--- config.mk ---
export PLATFORM = sky130hd
export DESIGN_NAME = seq_detect_param
export DESIGN_NICKNAME = d
export VERILOG_FILES = /design/src/rtl/seq_detect_pkg.sv /design/src/rtl/seq_detect_param_window.sv /design/src/rtl/seq_detect_param.sv
export SDC_FILE = /design/constraint.sdc
export NUM_CORES = 1
export LEC_CHECK = 0
export CELL_PAD_IN_SITES_DETAIL_PLACEMENT = 1
export CELL_PAD_IN_SITES_GLOBAL_PLACEMENT = 1
export CORE_ASPECT_RATIO = 1.4
export CORE_MARGIN = 1
export CORE_UTILIZATION = 45
export CTS_CLUSTER_SIZE = 25
export DETAILED_ROUTE_END_ITERATION = 10
export GPL_TIMING_DRIVEN = 0
export PLACE_DENSITY_LB_ADDON = 0.1
export RECOVER_POWER = 50
export SYNTH_ARGS = -nofsm -noshare
export SYNTH_HDL_FRONTEND = slang
export SYNTH_HIERARCHICAL = 1
export SYNTH_SLANG_ARGS = --single-unit
--- constraint.sdc ---
create_clock -name clk -period 4.4 [get_ports clk]
set_input_delay 0.66 -clock clk [delete_from_list [all_inputs] [get_ports clk]]
set_output_delay 0.66 -clock clk [all_outputs]
set_load 0.02 [all_outputs]
--- src/rtl/seq_detect_pkg.sv ---
// Shared constants, FSM encoding and helper functions for the sequence detector.
package seq_detect_pkg;

  localparam int DEF_MAX_LEN = 8;
  localparam int DEF_CNT_W   = 8;

  localparam logic [1:0] ST_IDLE = 2'd0;
  localparam logic [1:0] ST_FILL = 2'd1;
  localparam logic [1:0] ST_HUNT = 2'd2;

  typedef enum logic [1:0] {
    IDLE = ST_IDLE,
    FILL = ST_FILL,
    HUNT = ST_HUNT
  } state_e;

  // Limit a requested pattern length to the physical window size.
  function automatic int unsigned clamp_len(input int unsigned len, input int unsigned max_len);
    return (len > max_len) ? max_len : len;
  endfunction

  // Increment a w-bit counter (carried in 32 bits), sticking at its all-ones value.
  function automatic logic [31:0] sat_inc(input logic [31:0] cnt, input int unsigned w);
    logic [31:0] top;
    top = (w >= 32) ? 32'hFFFF_FFFF : ((32'd1 << w) - 32'd1);
    return (cnt >= top) ? top : cnt + 32'd1;
  endfunction

endpackage

--- src/rtl/seq_detect_param_window.sv ---
// History window: shift register of received bits, fill counter and masked compare.
module seq_match_window
  import seq_detect_pkg::*;
#(
  parameter int MAX_LEN = DEF_MAX_LEN,
  parameter int LEN_W   = $clog2(MAX_LEN + 1)
) (
  input  logic               clk,
  input  logic               rst_n,
  input  logic               clear,
  input  logic               accept,
  input  logic               data_in,
  input  logic [MAX_LEN-1:0] cfg_pat,
  input  logic [LEN_W-1:0]   cfg_len,
  input  logic               cfg_ovl,
  output logic               hit,
  output logic [LEN_W-1:0]   fill_nxt
);

  logic [MAX_LEN-1:0] hist_q, hist_d, hist_n, mask;
  logic [LEN_W-1:0]   fill_q, fill_d, fill_n;
  logic               hit_c;

  // Next window contents, length mask and hit decision for the bit being offered.
  always_comb begin
    hist_n = {hist_q[MAX_LEN-2:0], data_in};
    fill_n = (fill_q == LEN_W'(MAX_LEN)) ? fill_q : fill_q + LEN_W'(1);
    mask   = '0;
    for (int i = 0; i < MAX_LEN; i++) begin
      mask[i] = (LEN_W'(i) < cfg_len);
    end
    hit_c = accept && (cfg_len != '0) && (fill_n >= cfg_len) &&
            (((hist_n ^ cfg_pat) & mask) == '0);
    hist_d = hist_q;
    fill_d = fill_q;
    if (clear) begin
      hist_d = '0;
      fill_d = '0;
    end else if (accept) begin
      hist_d = hist_n;
      // Non-overlapping mode throws away every consumed bit once a match fires.
      fill_d = (hit_c && !cfg_ovl) ? '0 : fill_n;
    end
  end

  // Window state registers.
  always_ff @(posedge clk or negedge rst_n) begin
    if (!rst_n) begin
      hist_q <= '0;
      fill_q <= '0;
    end else begin
      hist_q <= hist_d;
      fill_q <= fill_d;
    end
  end

  assign hit      = hit_c;
  assign fill_nxt = fill_n;

endmodule

--- src/rtl/seq_detect_param.sv ---
// Programmable serial sequence detector: config registers, control FSM,
// registered match pulse and saturating match counter around the window.
module seq_detect_param
  import seq_detect_pkg::*;
#(
  parameter int  MAX_LEN = DEF_MAX_LEN,
  parameter int  CNT_W   = DEF_CNT_W,
  localparam int LEN_W   = $clog2(MAX_LEN + 1)
) (
  input  logic               clk,
  input  logic               rst_n,
  input  logic               data_in,
  input  logic               valid_in,
  input  logic               load,
  input  logic [MAX_LEN-1:0] pattern,
  input  logic [LEN_W-1:0]   pat_len,
  input  logic               overlap,
  output logic               match,
  output logic [CNT_W-1:0]   match_count,
  output logic               armed
);

  logic [MAX_LEN-1:0] cfg_pat_q, cfg_pat_d;
  logic [LEN_W-1:0]   cfg_len_q, cfg_len_d, len_clamped, fill_nxt;
  logic               cfg_ovl_q, cfg_ovl_d;
  logic               match_q, match_d;
  logic [CNT_W-1:0]   match_count_q, match_count_d;
  state_e             state_q, state_d;
  logic               accept, hit;

  assign accept = valid_in && !load;

  seq_match_window #(
    .MAX_LEN (MAX_LEN),
    .LEN_W   (LEN_W)
  ) u_window (
    .clk      (clk),
    .rst_n    (rst_n),
    .clear    (load),
    .accept   (accept),
    .data_in  (data_in),
    .cfg_pat  (cfg_pat_q),
    .cfg_len  (cfg_len_q),
    .cfg_ovl  (cfg_ovl_q),
    .hit      (hit),
    .fill_nxt (fill_nxt)
  );

  // Config load, FSM transitions, match pulse and counter update.
  always_comb begin
    len_clamped   = LEN_W'(clamp_len(32'(pat_len), MAX_LEN));
    cfg_pat_d     = cfg_pat_q;
    cfg_len_d     = cfg_len_q;
    cfg_ovl_d     = cfg_ovl_q;
    match_d       = 1'b0;
    match_count_d = match_count_q;
    state_d       = state_q;
    if (load) begin
      cfg_pat_d     = pattern;
      cfg_len_d     = len_clamped;
      cfg_ovl_d     = overlap;
      match_count_d = '0;
      state_d       = (len_clamped == '0) ? IDLE : FILL;
    end else if (accept) begin
      match_d = hit;
      if (hit) begin
        match_count_d = CNT_W'(sat_inc(32'(match_count_q), CNT_W));
      end
      if (cfg_len_q == '0)           state_d = IDLE;
      else if (hit && !cfg_ovl_q)    state_d = FILL;
      else if (fill_nxt >= cfg_len_q) state_d = HUNT;
      else                           state_d = FILL;
    end
  end

  // Control and output registers.
  always_ff @(posedge clk or negedge rst_n) begin
    if (!rst_n) begin
      cfg_pat_q     <= '0;
      cfg_len_q     <= '0;
      cfg_ovl_q     <= 1'b1;
      match_q       <= 1'b0;
      match_count_q <= '0;
      state_q       <= IDLE;
    end else begin
      cfg_pat_q     <= cfg_pat_d;
      cfg_len_q     <= cfg_len_d;
      cfg_ovl_q     <= cfg_ovl_d;
      match_q       <= match_d;
      match_count_q <= match_count_d;
      state_q       <= state_d;
    end
  end

  assign match       = match_q;
  assign match_count = match_count_q;
  assign armed       = (cfg_len_q != '0);

endmodule

==> flow_summary.json <==
{
  "status": "finished, violations left",
  "failed_checks": "capacitance limit, slew limit",
  "synthDistinctLibCells": 44,
  "core_um2": 3953,
  "hold_viol": 0,
  "yosys.area_share.adder_pct": 4.670,
  "pwr-share-comb_pct": 14.4,
  "post_drt_wl_per_cell_um": 17.94,
  "placed_area_um2": 2185,
  "syn_inst": 176,
  "postCtsSetupRepairBufs": 0,
  "vdd_drop_max_mv": 0.2512,
  "netSwitchingPower_w": 0.0001854,
  "worst_setup_path_end_kind": "flip-flop",
  "switching_share_pct": 24.92,
  "dr.pass1.iters": 4,
  "drtIter0Drc": 42,
  "r2r_setup_slack_ps": 1210,
  "maxSlewHeadroom_pct": -19.12,
  "p_clk_share_pct": 40.6,
  "row_count": 27,
  "initial_core_util_pct": 47.45,
  "crit_start": "load",
  "path_class": "input port to flip-flop",
  "drt_wl_total_um": 4538,
  "p_leak_nw": 0.9426,
  "worstSkewPairLatency_ps": 290,
  "diodes": 0,
  "synth_top_family_by_area": "compound AO/OA/AOI/OAI gates",
  "dp_hpwl_um": 3363,
  "intPower_w": 0.0005586,
  "clkSinkCount": 33,
  "finalClockSkew_ps": 7.553,
  "dp.cells": 245,
  "die_w_um": 56.56,
  "regArea_um2": 827.0,
  "report.final.setup_viol": 0,
  "clkSlewWorstSetupHoldPaths_ps": 70,
  "synth-compound-area-share_pct": 15.81,
  "synth-xor-area-share_pct": 4.670,
  "cts_max_level": 2,
  "ant_nets": 0,
  "ys_seq_area_share_pct": 44.10,
  "synthMuxAreaShare_pct": 10.27,
  "period_minus_slack_ps": 3410,
  "mappedNetlistNets": 201,
  "synth_simple_gate_area_share_pct": 15.08,
  "cts_tree": "done",
  "max_freq_ghz": 0.2933,
  "r2r_start": "u_window/fill_q[0]",
  "drv_cap": 1,
  "grt_pass1_wl_um": 7783,
  "rr_worst_depth": 13,
  "arrival_ps": 3580,
  "cts_buffers": 5,
  "dieArea_um2": 4433,
  "cts_buffer_depth": 2,
  "cts_hold_buf": 0,
  "grt_pass1_vias": 1643,
  "area_delta_synth_final_pct": 22.21,
  "antenna_found_initial": 0,
  "grt_setup_unrepaired": "no",
  "grt_max_degree": 34,
  "place_congestion": 0.7962,
  "via_per_inst": 5.885,
  "finalSetupTns_ps": 0,
  "hold_path_class": "flip-flop to flip-flop",
  "totalPowerFinal_w": 0.0007441,
  "final_cells": 253,
  "fin_area_um2": 2292,
  "cts_root_buf": "clkbuf_8",
  "avgSynthCellArea_um2": 10.66,
  "track_usage_pct": 22.94,
  "remaining_drc_errors": 0,
  "synth_area_um2": 1876,
  "route.vias.total": 1489,
  "overflow": 0,
  "tightest_slew_ps": 1787,
  "num-nets-final": 234,
  "async_reset_ff_share_pct": 100.0,
  "required_ps": 4570,
  "maxSlewViolCount": 34,
  "numPortBuffers": 26,
  "holdCritStartpoint": "cfg_pat_q[1]",
  "rr_endpoint": "match_count[4]",
  "critPathLaunchType": "input port",
  "power_density_nw_per_um2": 324.6,
  "period_share_pct": 77.49,
  "synth-main-ff-cell": "dfrtp_1",
  "die_height_um": 78.39,
  "synth_edf_count": 0,
  "pwr-share-seq_pct": 45.0,
  "cp_max_fo": 12,
  "drive_gt1_share_pct": 16.67,
  "yosys_warnings": 6,
  "pin_count": 28,
  "multiInputGateArea_um2": 947.2,
  "ys_ff_latch": 33,
  "fill_cells": 460,
  "crit_end": "match_count[4]",
  "ctsResizeCount": 0
}
-- Yosys cell counts (5+ instances only) --
master | instances | share of area, %
dfrtp_1 | 32 | 43
nand2_1 | 12 | 2.4
inv_1 | 10 | 2.0
mux2_2 | 10 | 6.0
nor2_1 | 10 | 2.0
xnor2_1 | 10 | 4.7
mux2i_1 | 8 | 4.3
nor3_1 | 8 | 2.1
ha_1 | 7 | 4.7
a21oi_1 | 6 | 1.6
a31oi_1 | 6 | 2.0
nand3_1 | 6 | 1.6
o22ai_1 | 5 | 1.7
-- worst max-delay path: stages --
cell	delay, ps
dlygate4sd3_1	590
clkbuf_1	260
buf_2	270
nor2b_1	340
nand3_1	120
nor4_1	330
o21a_2	360
and3_2	270
nor4bb_1	280
nor3_1	80
-- state kept, by name, indices dropped and copies added, names as in the netlist --
signal,cells
cfg_pat_q,8
match,1
cfg_ovl_q,1
match_count,8
cfg_len_q,4
u_window/hist_q,7
u_window/fill_q,4
-- final cells by class --
cell class                 count  share of cell area, %
multi-input combinational    125                  41.32
buffer                         8                  2.456
timing repair buffer          26                  11.08
sequential                    33                  36.08
tap                           43                  2.347
clock inverter                 1                  1.310
inverter                      10                  1.638
clock buffer                   7                  3.766
-- how the worst min path moves through the flow --
stage	endpoint	cells past startpoint
final	cfg_pat_q[1]	1
after global routing	cfg_pat_q[1]	1
after CTS	u_window/fill_q[3]	1
after detailed placement	cfg_pat_q[1]	1
after global placement	cfg_pat_q[0]	1
after floorplan	cfg_len_q[0]	0
-- kinds of logic (layout without fill, tap and decap cells) --
group,Yosys count,count (layout)
muxes,18,18
and+or+nand+nor,54,54
DFF,33,33
xor gates and xnor gates,10,10
adders and majority gates,7,7
buffers and inverters,18,52
AOI/OAI and AO/OA,36,36
-- per-layer routing --
layer / global-route usage (%) / share of wire (%) / up-vias
met1: 26.44 / 43 / 743
met2: 40.59 / 52 / 27
met3: 4.613 / 2.9 / 8
li1: - / - / 711
met5: 0 / 0 / -
met4: 9.756 / 2.1 / 0
-- metrics by stage --
step	hold slack [ps]	setup WS, ps	util [%]
2_1_floorplan	364.4	1716	-
3_3_place_gp	516.0	962.8	55.40
3_5_place_dp	522.2	942.3	55.27
4_1_cts	458.4	1174	58.21
5_1_grt	556.8	722.8	57.99
6_report	534.8	990.5	57.99
-- power by group through the flow --
| stage | Combinational [W] | Clock [W] | Sequential, W |
|---|---|---|---|
| CTS | 0.000109 | 0.000309 | 0.000335 |
| floorplan | 0.0000698 | 0 | 0.000335 |
| global route | 0.000118 | 0.000320 | 0.000337 |
| detailed placement | 0.000109 | 0 | 0.000341 |
| global placement | 0.000103 | 0 | 0.000338 |
| finish | 0.000107 | 0.000302 | 0.000335 |
-- cell usage in the layout, fill, tap and decap left out, types with 7 or more instances in the layout --
| cell type | netlist | layout |
|---|---|---|
| clkdlybuf4s50_1 | 0 | 24 |
| dfrtp_1 | 32 | 32 |
| ha_1 | 7 | 7 |
| inv_1 | 10 | 10 |
| mux2_2 | 10 | 10 |
| mux2i_1 | 8 | 8 |
| nand2_1 | 12 | 12 |
| nor2_1 | 10 | 10 |
| nor3_1 | 8 | 8 |
| xnor2_1 | 10 | 10 |
Note: power is estimated with default switching activity, not from simulation.
==> RTL edit: new RTL, config.mk and constraints unchanged <==
Register the output `match_count` once more, with the module's reset; this adds one clock of latency there. The other outputs are not delayed to match.
--- a/src/rtl/seq_detect_param.sv
+++ b/src/rtl/seq_detect_param.sv
@@ -93,7 +93,13 @@
   end
 
   assign match       = match_q;
-  assign match_count = match_count_q;
+  always_ff @(posedge clk or negedge rst_n) begin
+    if (!rst_n) begin
+      match_count <= '0;
+    end else begin
+      match_count <= match_count_q;
+    end
+  end
   assign armed       = (cfg_len_q != '0);
 
 endmodule
Check against the original RTL: not equivalent (a bounded check fails within 4 cycles, from zero or initial values and one cycle with rst_n low).
==> RTL edit against the unedited design <==
The run still ends with capacitance limit, slew limit left. Cell area increased by 7.2%. Cell count increased by 8.7%. Worst setup slack improved by 0.12 ns. Power increased by 2.1%. Sequential share of layout area increased by 5.7 points. Synthesized area increased by 8.3%. Routed wire length increased by 7.2%. Hold slack got worse by 0.095 ns. Sequential cell count increased by 8. Via count increased by 3.3%. Clock skew decreased by 0.0025 ns. Global-route usage increased by 0.45 points. Critical endpoint is now match_count_q[5]. Synthesized cell count increased by 2.3%.
==> RTL edit: results (changes against the unedited design) <==
Multiplexer area fraction after synthesis = 9.49% (-0.78 points)
Avg Inst Size Synth = 11.3 um2 (+5.9%)
Area occupied by multi-input gates = 932 um2 (-1.6%)
Worst VDD drop = 0.204 mV (-19%)
Vias in the first global route = 1656 (+0.79%)
Global-route wire length before repair = 8220 um (+5.6%)
Hold path startpoint = match_count_q[1]
Setup slack at placement = 0.803 ns (-0.139 ns)
Net Count, Synth = 205 (+2.0%)
RePlAce Congestion = 0.779 (-2.1%)
Placement Cell Area = 2370 um2 (+8.5%)
Vias/cell = 5.59 (-5.0%)
HPWL after DPL = 3640 um (+8.1%)
Multi-input comb cells = 123 (-1.6%)
Failing checks = capacitance limit, slew limit
Net Sw Frac = 26.4% (+1.5 points)
Signal buf overhead = 12.1% (-1.4 points)
P_leak = 1.02 nW (+8.7%)
Register area = 1030 um2 (+24%)
Routed wire length per instance = 17.7 um (-1.4%)
CP max stage delay = 0.46 ns (-0.13 ns)
Placed cells = 267 (+9.0%)
Status = finished, violations left
Clock buf count = 6 (-1)
Final Max Slew Viols = 42 (+24%)
Fillers = 487 (+5.9%)
Post-synthesis adder-cell area fraction = 4.31% (-0.36 points)
Max FO, Critical Path = 10 (-2)
Fin cells = 275 (+8.7%)
Synth top cells by count = dfrtp_1 (40), nand2_1 (12), nor2_1 (12)
Hold path endpoint = match_count[1]
Worst EP arrival = 3.48 ns (-0.10 ns)
Reg2Reg Capture Point = match_count_q[5]
Power Dens Cells = 309 nW/um2 (-4.8%)
Register area share after synthesis = 50.6% (+6.5 points)
Max Cap Viol = 1 (unchanged)
RTL edit: cell types whose count changed after synthesis, moves of 2 or more:
cell      delta
dfrtp_1      +8
buf_6        -3
a211oi_1     +3
and4_1       -2
a41oi_1      +2
a31oi_1      -2
nor3_1       -4
nor2_1       +2
RTL edit: worst max-delay path by stage:
| stage | start | to | slack [ns] |
|---|---|---|---|
| 2_1_floorplan | u_window/fill_q[0] | match_count_q[5] | 1.60 |
| 3_3_place_gp | load | match_count_q[6] | 0.92 |
| 3_5_place_dp | load | match_count_q[5] | 0.80 |
| 4_1_cts | load | match_count_q[5] | 1.12 |
| 5_1_grt | load | match_count_q[7] | 0.86 |
| 6_report | load | match_count_q[5] | 1.11 |
RTL edit: layer usage:
layer	vias to the layer above	track usage, %	routed length (um)
met5	-	0	0
met4	0	9.05	79
met3	7	4.25	85
met2	16	44.5	2840
met1	797	24.9	1860
li1	718	-	-
